$ cat src/rtl/mem_arbiter_if.sv
// Requester-side bus of the memory arbiter: one request/response lane per requester.
interface mem_arbiter_if #(
  parameter int REQUESTERS = 2,
  parameter int ADDR_W     = 16
);
  logic [REQUESTERS-1:0] req;
  logic [REQUESTERS-1:0] we;
  logic [REQUESTERS-1:0] bw;
  logic [REQUESTERS-1:0] lock;
  logic [ADDR_W-1:0]     addr  [REQUESTERS];
  logic [15:0]           wdata [REQUESTERS];
  logic [REQUESTERS-1:0] gnt;
  logic [REQUESTERS-1:0] rvalid;
  logic [15:0]           rdata [REQUESTERS];
  logic [REQUESTERS-1:0] err;

  modport master (
    output req, we, bw, lock, addr, wdata,
    input  gnt, rvalid, rdata, err
  );

  modport slave (
    input  req, we, bw, lock, addr, wdata,
    output gnt, rvalid, rdata, err
  );
endinterface

$ cat src/rtl/mem_arbiter.sv
// Round-robin arbiter with lock sharing one byte-addressable 16-bit memory
// between up to four requesters; steers byte lanes and flags misaligned words.
module mem_arbiter #(
  parameter int REQUESTERS = 2,
  parameter int ADDR_W     = 16,
  parameter int LOCK_MAX   = 8
) (
  input  logic              clk,
  input  logic              rst,
  mem_arbiter_if.slave      bus,
  output logic              mem_rd,
  output logic [1:0]        mem_wr,
  output logic [ADDR_W-1:0] rd_addr,
  output logic [ADDR_W-1:0] wr_addr,
  output logic [15:0]       wr_data,
  input  logic [15:0]       mem_rd_data
);

  localparam int CNT_W = $clog2(LOCK_MAX + 1);

  // Index of the requester visited at position ofs of the search starting after base.
  function automatic logic [1:0] rr_idx(input logic [1:0] base, input int ofs);
    int s;
    s = (int'(base) + 1 + ofs) % REQUESTERS;
    return 2'(s);
  endfunction

  // Registered state
  logic [1:0]            last_q, last_d;
  logic [CNT_W-1:0]      lock_cnt_q, lock_cnt_d;
  logic                  rd_pend_q, rd_pend_d;
  logic [1:0]            rd_id_q, rd_id_d;
  logic                  rd_bw_q, rd_bw_d;
  logic                  rd_lane_q, rd_lane_d;
  logic [REQUESTERS-1:0] err_q, err_d;

  // Requester inputs padded to four lanes so a 2-bit index is always in range
  logic [3:0]        req_pad_s, we_pad_s, bw_pad_s, lock_pad_s;
  logic [ADDR_W-1:0] addr_pad_s  [4];
  logic [15:0]       wdata_pad_s [4];

  // Arbitration and access decode
  logic              gnt_any_s;
  logic              locked_s;
  logic [1:0]        gnt_idx_s;
  logic [3:0]        gnt_pad_s;
  logic [ADDR_W-1:0] sel_addr_s;
  logic [15:0]       sel_wdata_s;
  logic              sel_we_s, sel_bw_s;
  logic              misalign_s;
  logic              mem_rd_s;
  logic [1:0]        mem_wr_s;
  logic [ADDR_W-1:0] word_idx_s;
  logic [15:0]       wr_data_s;

  // Read response formatting
  logic [15:0]           fmt_s;
  logic [REQUESTERS-1:0] rvalid_s;
  logic [15:0]           rdata_s [REQUESTERS];

  // Widen the requester bus to four lanes, unused lanes idle.
  always_comb begin
    req_pad_s  = 4'(bus.req);
    we_pad_s   = 4'(bus.we);
    bw_pad_s   = 4'(bus.bw);
    lock_pad_s = 4'(bus.lock);
    for (int i = 0; i < 4; i++) begin
      addr_pad_s[i]  = '0;
      wdata_pad_s[i] = 16'h0000;
    end
    for (int i = 0; i < REQUESTERS; i++) begin
      addr_pad_s[i]  = bus.addr[i];
      wdata_pad_s[i] = bus.wdata[i];
    end
  end

  // Pick the winner: the locked holder while its lock budget lasts, else round-robin after last.
  always_comb begin
    gnt_any_s = 1'b0;
    locked_s  = 1'b0;
    gnt_idx_s = 2'd0;
    // lock_cnt of zero means nothing has been granted since reset, so no holder exists
    if ((lock_cnt_q != '0) && (lock_cnt_q < CNT_W'(LOCK_MAX)) &&
        req_pad_s[last_q] && lock_pad_s[last_q]) begin
      gnt_any_s = 1'b1;
      locked_s  = 1'b1;
      gnt_idx_s = last_q;
    end else begin
      for (int i = 0; i < REQUESTERS; i++) begin
        if (!gnt_any_s && req_pad_s[rr_idx(last_q, i)]) begin
          gnt_any_s = 1'b1;
          gnt_idx_s = rr_idx(last_q, i);
        end
      end
    end
    gnt_pad_s = 4'b0000;
    if (gnt_any_s) begin
      gnt_pad_s[gnt_idx_s] = 1'b1;
    end else begin
      gnt_pad_s = 4'b0000;
    end
  end

  // Drive memory controls for the granted access; misaligned words touch nothing.
  always_comb begin
    sel_addr_s  = addr_pad_s[gnt_idx_s];
    sel_wdata_s = wdata_pad_s[gnt_idx_s];
    sel_we_s    = we_pad_s[gnt_idx_s];
    sel_bw_s    = bw_pad_s[gnt_idx_s];
    misalign_s  = gnt_any_s && !sel_bw_s && sel_addr_s[0];
    word_idx_s  = gnt_any_s ? {1'b0, sel_addr_s[ADDR_W-1:1]} : '0;
    mem_rd_s    = gnt_any_s && !sel_we_s && !misalign_s;
    mem_wr_s    = 2'b00;
    if (gnt_any_s && sel_we_s && !misalign_s) begin
      if (sel_bw_s) begin
        mem_wr_s = sel_addr_s[0] ? 2'b10 : 2'b01;
      end else begin
        mem_wr_s = 2'b11;
      end
    end else begin
      mem_wr_s = 2'b00;
    end
    if (sel_bw_s) begin
      wr_data_s = {sel_wdata_s[7:0], sel_wdata_s[7:0]};
    end else begin
      wr_data_s = sel_wdata_s;
    end
  end

  // Next state: grant history, lock budget, pending read context and error pulse.
  always_comb begin
    last_d     = last_q;
    lock_cnt_d = lock_cnt_q;
    rd_pend_d  = mem_rd_s;
    rd_id_d    = rd_id_q;
    rd_bw_d    = rd_bw_q;
    rd_lane_d  = rd_lane_q;
    err_d      = '0;
    if (gnt_any_s) begin
      last_d     = gnt_idx_s;
      lock_cnt_d = locked_s ? (lock_cnt_q + CNT_W'(1)) : CNT_W'(1);
    end else begin
      last_d     = last_q;
      lock_cnt_d = lock_cnt_q;
    end
    if (mem_rd_s) begin
      rd_id_d   = gnt_idx_s;
      rd_bw_d   = sel_bw_s;
      rd_lane_d = sel_addr_s[0];
    end else begin
      rd_id_d   = rd_id_q;
      rd_bw_d   = rd_bw_q;
      rd_lane_d = rd_lane_q;
    end
    for (int i = 0; i < REQUESTERS; i++) begin
      if (misalign_s && (gnt_idx_s == 2'(i))) begin
        err_d[i] = 1'b1;
      end else begin
        err_d[i] = 1'b0;
      end
    end
  end

  // State register; reset makes the last requester "most recent" so requester 0 wins first.
  always_ff @(posedge clk or posedge rst) begin
    if (rst) begin
      last_q     <= 2'(REQUESTERS - 1);
      lock_cnt_q <= '0;
      rd_pend_q  <= 1'b0;
      rd_id_q    <= 2'd0;
      rd_bw_q    <= 1'b0;
      rd_lane_q  <= 1'b0;
      err_q      <= '0;
    end else begin
      last_q     <= last_d;
      lock_cnt_q <= lock_cnt_d;
      rd_pend_q  <= rd_pend_d;
      rd_id_q    <= rd_id_d;
      rd_bw_q    <= rd_bw_d;
      rd_lane_q  <= rd_lane_d;
      err_q      <= err_d;
    end
  end

  // Format memory read data for the requester whose read is returning this cycle.
  always_comb begin
    if (rd_bw_q) begin
      fmt_s = {8'h00, (rd_lane_q ? mem_rd_data[15:8] : mem_rd_data[7:0])};
    end else begin
      fmt_s = mem_rd_data;
    end
    for (int i = 0; i < REQUESTERS; i++) begin
      rvalid_s[i] = rd_pend_q && (rd_id_q == 2'(i));
      rdata_s[i]  = rvalid_s[i] ? fmt_s : 16'h0000;
    end
  end

  assign bus.gnt    = gnt_pad_s[REQUESTERS-1:0];
  assign bus.rvalid = rvalid_s;
  assign bus.rdata  = rdata_s;
  assign bus.err    = err_q;
  assign mem_rd     = mem_rd_s;
  assign mem_wr     = mem_wr_s;
  assign rd_addr    = word_idx_s;
  assign wr_addr    = word_idx_s;
  assign wr_data    = wr_data_s;

endmodule

$ cat src/flat_wrapper.sv
// flat-port wrapper written by rule: the top's interface ports become plain ports
module mem_arbiter_flat 
#(
  parameter int REQUESTERS = 2,
  parameter int ADDR_W     = 16,
  parameter int LOCK_MAX   = 8
)
  (clk, rst, mem_rd, mem_wr, rd_addr, wr_addr, wr_data, mem_rd_data, bus_req, bus_we, bus_bw, bus_lock, bus_addr, bus_wdata, bus_gnt, bus_rvalid, bus_rdata, bus_err);
  mem_arbiter_if #(.REQUESTERS(REQUESTERS), .ADDR_W(ADDR_W)) bus_i ();
  input  logic clk;
  input  logic rst;
  output logic mem_rd;
  output logic [1:0] mem_wr;
  output logic [ADDR_W-1:0] rd_addr;
  output logic [ADDR_W-1:0] wr_addr;
  output logic [15:0] wr_data;
  input  logic [15:0] mem_rd_data;
  input wire logic [$bits(bus_i.req)-1:0] bus_req;
  input wire logic [$bits(bus_i.we)-1:0] bus_we;
  input wire logic [$bits(bus_i.bw)-1:0] bus_bw;
  input wire logic [$bits(bus_i.lock)-1:0] bus_lock;
  input wire logic [$bits(bus_i.addr)-1:0] bus_addr;
  input wire logic [$bits(bus_i.wdata)-1:0] bus_wdata;
  output wire logic [$bits(bus_i.gnt)-1:0] bus_gnt;
  output wire logic [$bits(bus_i.rvalid)-1:0] bus_rvalid;
  output wire logic [$bits(bus_i.rdata)-1:0] bus_rdata;
  output wire logic [$bits(bus_i.err)-1:0] bus_err;
  assign bus_i.req = bus_req;
  assign bus_i.we = bus_we;
  assign bus_i.bw = bus_bw;
  assign bus_i.lock = bus_lock;
  assign bus_i.addr = {>>{bus_addr}};
  assign bus_i.wdata = {>>{bus_wdata}};
  assign bus_gnt = bus_i.gnt;
  assign bus_rvalid = bus_i.rvalid;
  assign bus_rdata = {>>{bus_i.rdata}};
  assign bus_err = bus_i.err;
  mem_arbiter #(.REQUESTERS(REQUESTERS), .ADDR_W(ADDR_W), .LOCK_MAX(LOCK_MAX)) u_core (.clk(clk), .rst(rst), .bus(bus_i), .mem_rd(mem_rd), .mem_wr(mem_wr), .rd_addr(rd_addr), .wr_addr(wr_addr), .wr_data(wr_data), .mem_rd_data(mem_rd_data));
endmodule
$ cat config.mk
export PLATFORM = sky130hd
export DESIGN_NAME = mem_arbiter_flat
export DESIGN_NICKNAME = d
export VERILOG_FILES = /design/src/rtl/mem_arbiter_if.sv /design/src/rtl/mem_arbiter.sv /design/src/flat_wrapper.sv
export SDC_FILE = /design/constraint.sdc
export NUM_CORES = 1
export LEC_CHECK = 0
export CELL_PAD_IN_SITES_DETAIL_PLACEMENT = 0
export CELL_PAD_IN_SITES_GLOBAL_PLACEMENT = 1
export CORE_AREA = 5 5 101 103
export CTS_CLUSTER_SIZE = 30
export DETAILED_ROUTE_END_ITERATION = 8
export DIE_AREA = 0 0 106 108
export PLACE_DENSITY_LB_ADDON = 0.1
export SLEW_MARGIN = 20
export SYNTH_ARGS = -nofsm -noshare
export SYNTH_HDL_FRONTEND = slang
export SYNTH_SLANG_ARGS = --single-unit
$ cat constraint.sdc
create_clock -name clk -period 4.4 [get_ports clk]
set_clock_uncertainty 0.1 [all_clocks]
set_input_delay 0.88 -clock clk [delete_from_list [all_inputs] [get_ports clk]]
set_output_delay 0.88 -clock clk [all_outputs]
set_load 0.03 [all_outputs]
==> summary.md, run 1 <==
| Metric | Value |
|---|---|
| Final ANT Viol Nets | `0` |
| Post-layout worst setup margin | `approximately 0.33 ns` |
| Area leader, netlist | `dfrtp_1` |
| CTS max path bufs | `2` |
| Vias | `between 2,000 and 2,500` |
| Max Slew Vio Count | `0` |
| Cts bufs inserted | `3` |
| Vias in the first global route | `2,259` |
| Setup crit end kind | `output pin` |
| Fin crit share | `about 92%` |
| GP Congestion | `between 0.7 and 0.8` |
| Cell count after synthesis | `approximately 260` |
| Final hold vios | `0` |
| Slew HR | `a little under two thirds` |
| Main flop type after synthesis | `dfrtp_1` |
| Finished Cell Area | `3530 um2` |
| RSZ-0062 raised after global routing | `false` |
| Vias per cell | `between 4 and 5` |
| Clock share of power | `12.7%` |
| CTS tree | `built` |
| Fin crit period | `4.07 ns` |
| Worst-path cell chain | `clkdlybuf4s50_1, nand3b_1, o221ai_4, buf_12, nand3_1, nand2_1, clkdlybuf4s50_1` |
| YS warnings | `0` |
| Hold Crit Class | `reg -> reg` |
| Total Routed Length | `just under 8 mm` |
| Hold path cells | `1` |
| Sw Ratio | `45.2%` |
| Yosys reg bits | `13` |
| Global-route wire length before repair | `roughly 12 mm` |
| Yosys top cell area share | `17.5%` |
| Rows | `35` |
| # IOs | `about 180` |
| Initial Util | `18.8%` |
| Die ar. | `roughly 11,000 um2` |
| Die height | `~110 um` |
| Clock Pin Slew Worst Setup and Hold Paths | `0.06 ns` |
| Maxcap violations | `0` |
| Crit Path Category | `in -> out` |
| Port bufs | `between 150 and 200` |
| WP data arrival | `slightly above 3 ns` |
| Actual slew at the worst max-slew pin | `0.549 ns` |
| Post-synth EDFFs | `0` |
| Leak pwr | `0.00154 uW` |
| Share of cells above drive strength 1 | `3.86%` |
| Drt first pass iters | `4` |
| Drt drc | `0` |
| Setup Buffers After CTS | `0` |
| Slowest CP cell | `clkdlybuf4s50_1` |
| P_int | `roughly 470 uW` |
| Worst skew pair latency | `0.24 ns` |
| Core ar. | `about 9000 um2` |
| Nets | `a little over 500` |
| Status | `finished, final reports clean` |
| Fillers | `~960` |
| Ant diodes | `0` |
| Peak VDD IR | `around 0.000093 V` |
| Clock root buffer | `clkbuf_8` |
| Synth cell types | `40` |
| Startpoint type of the worst setup path | `input pin` |
| Worst Reg-to-Reg Cells | `8` |
| Largest net degree at the start of global routing | `between 40 and 50` |
| Post-synthesis area per instance | `6.69 um2` |
| Pwr Density | `~240 nW/um2` |
| Max Clock Freq | `approximately 0.25 GHz` |
| DP Worst Slack | `between 0.3 and 0.4 ns` |
| Dpl cell area | `approximately 3500 um2` |
| Number of antenna violations at the first check in global routing | `0` |
| CP most frequent cell | `clkdlybuf4s50_1` |
| Post-cts sizing count | `0` |
| Post-DP HPWL | `6.42 mm` |
| Worst endpoint required time | `between 3 and 4 ns` |
| Top post-synthesis cells by area | `dfrtp_1 18%, nand2_1 14%, mux2i_1 9.4%` |
| Synthesized area | `between 1500 and 2000 um2` |
| Comb power frac | `between 70 and 80%` |
| Sw Pwr | `between 300 and 400 uW` |
| P&R area growth vs syn | `106%` |
| Count leader, synth | `nand2_1` |
| Max FO, Critical Path | `41` |
| GRT Total Usage | `between 10% and 20%` |
| Worst hold slack | `between 0.4 and 0.5 ns` |
| Crit-path max cell delay | `about 0.7 ns` |
| Setup TNS | `0 ns` |
| Final Setup Violations | `0` |
| Commonest cells post-synth | `63 x nand2_1, 23 x nor2_1, 17 x and2_1, 17 x buf_4, 17 x nand3_1` |
| Total grt overflow | `0` |
| Initial DRC count | `about 40` |
| Seq pwr share | `around 17%` |
| CTS HTree Levels | `1` |
| Ys async rst share | `100%` |
| WL/cell | `14.8 um` |
| Chip Width | `between 100 and 150 um` |
| Share of the yosys chip area belonging to registers | `between 10% and 20%` |
| Hold Buf Count CTS | `0` |
| Sink Count | `13` |
| Final Util | `38.8%` |
power groups by stage:
stage | Clock, uW | Sequential, uW | Combinational [uW]
floorplan | 0 | 147 | 353
global placement | 0 | 149 | 610
detailed placement | 0 | 149 | 607
CTS | 111 | 147 | 610
global route | 115 | 149 | 643
finish | 109 | 147 | 602
stage by stage:
stage	instances	power (uW)
after floorplan	257	500
after global placement	521	758
after detailed placement	521	756
after CTS	525	868
after global routing	525	907
final	525	858
flip-flops by register name, indices dropped and copies added (netlist names):
register,cells
u_core.bus.err,2
u_core.lock_cnt_q,4
u_core.rd_id_q,2
u_core.rd_pend_q,1
u_core.rd_lane_q,1
u_core.last_q,2
u_core.rd_bw_q,1
path summary, 6_finish.rpt:
check | from | endpoint | slack [ns]
setup / recovery | bus_req[0] | wr_addr[14] | 0.33
hold / removal | u_core.lock_cnt_q[0] | u_core.lock_cnt_q[0] | 0.43
setup reg to reg | u_core.lock_cnt_q[0] | u_core.rd_bw_q | 2.30
hold reg to reg | u_core.lock_cnt_q[0] | u_core.lock_cnt_q[0] | 0.43
max in group asynchronous | rst | u_core.last_q[0] | 2.95
min in group asynchronous | rst | u_core.last_q[1] | 0.88
layout by cell type (no fill, tap or decap), types with 5 or more instances in the layout:
| cell type | synthesis | layout |
|---|---|---|
| mux2i_1 | 16 | 16 |
| a21oi_1 | 15 | 15 |
| nand2_1 | 63 | 63 |
| and2_1 | 17 | 17 |
| clkdlybuf4s50_1 | 0 | 176 |
| a211oi_1 | 8 | 8 |
| dfrtp_1 | 12 | 12 |
| inv_1 | 12 | 12 |
| nor2b_1 | 10 | 10 |
| nor2_1 | 23 | 23 |
| nand3_1 | 17 | 17 |
| buf_4 | 17 | 5 |
cell families after synthesis:
group	Yosys count	share of synthesized area (%)
AND/OR/NAND/NOR	140	38.1
buffers and inverters	42	14.5
AO/OA/AOI/OAI	39	15.7
multiplexers	16	9.36
flip-flops	13	19.1
XOR/XNOR	3	1.54
adder cells (fa/ha/maj)	2	1.46
other	1	0.219
per-layer routing:
layer,part of all wire (%),track usage (%)
met5,0,0
met4,0.71,2.22
met3,7.7,3.34
met2,47,22.4
met1,44,15.5
cell type report:
cell class,instances,area [um2],area share (%)
Tap cell,111,139,3.93
Clock buffer,4,45.0,1.28
Inverter,13,48.8,1.38
Sequential cell,13,327,9.25
Timing Repair Buffer,182,1820,51.5
Multi-Input combinational cell,202,1150,32.6
critical path, delay by kind of cell:
kind                   cells  cell delay, ns
and+or+nand+nor            3            0.44
buffers and inverters      3            1.50
AOI/OAI and AO/OA          1            0.26
No activity file was read; power rests on OpenSTA's default activity.
==> run 2: changes to the inputs <==
--- a/config.mk
+++ b/config.mk
@@ -12,6 +12,7 @@
 export DETAILED_ROUTE_END_ITERATION = 8
 export DIE_AREA = 0 0 106 108
 export PLACE_DENSITY_LB_ADDON = 0.1
+export SKIP_LAST_GASP = 1
 export SLEW_MARGIN = 20
 export SYNTH_ARGS = -nofsm -noshare
 export SYNTH_HDL_FRONTEND = slang
==> results of run 2 <==
Same layout as run 1: the final DEF is identical, and so are final timing and power.
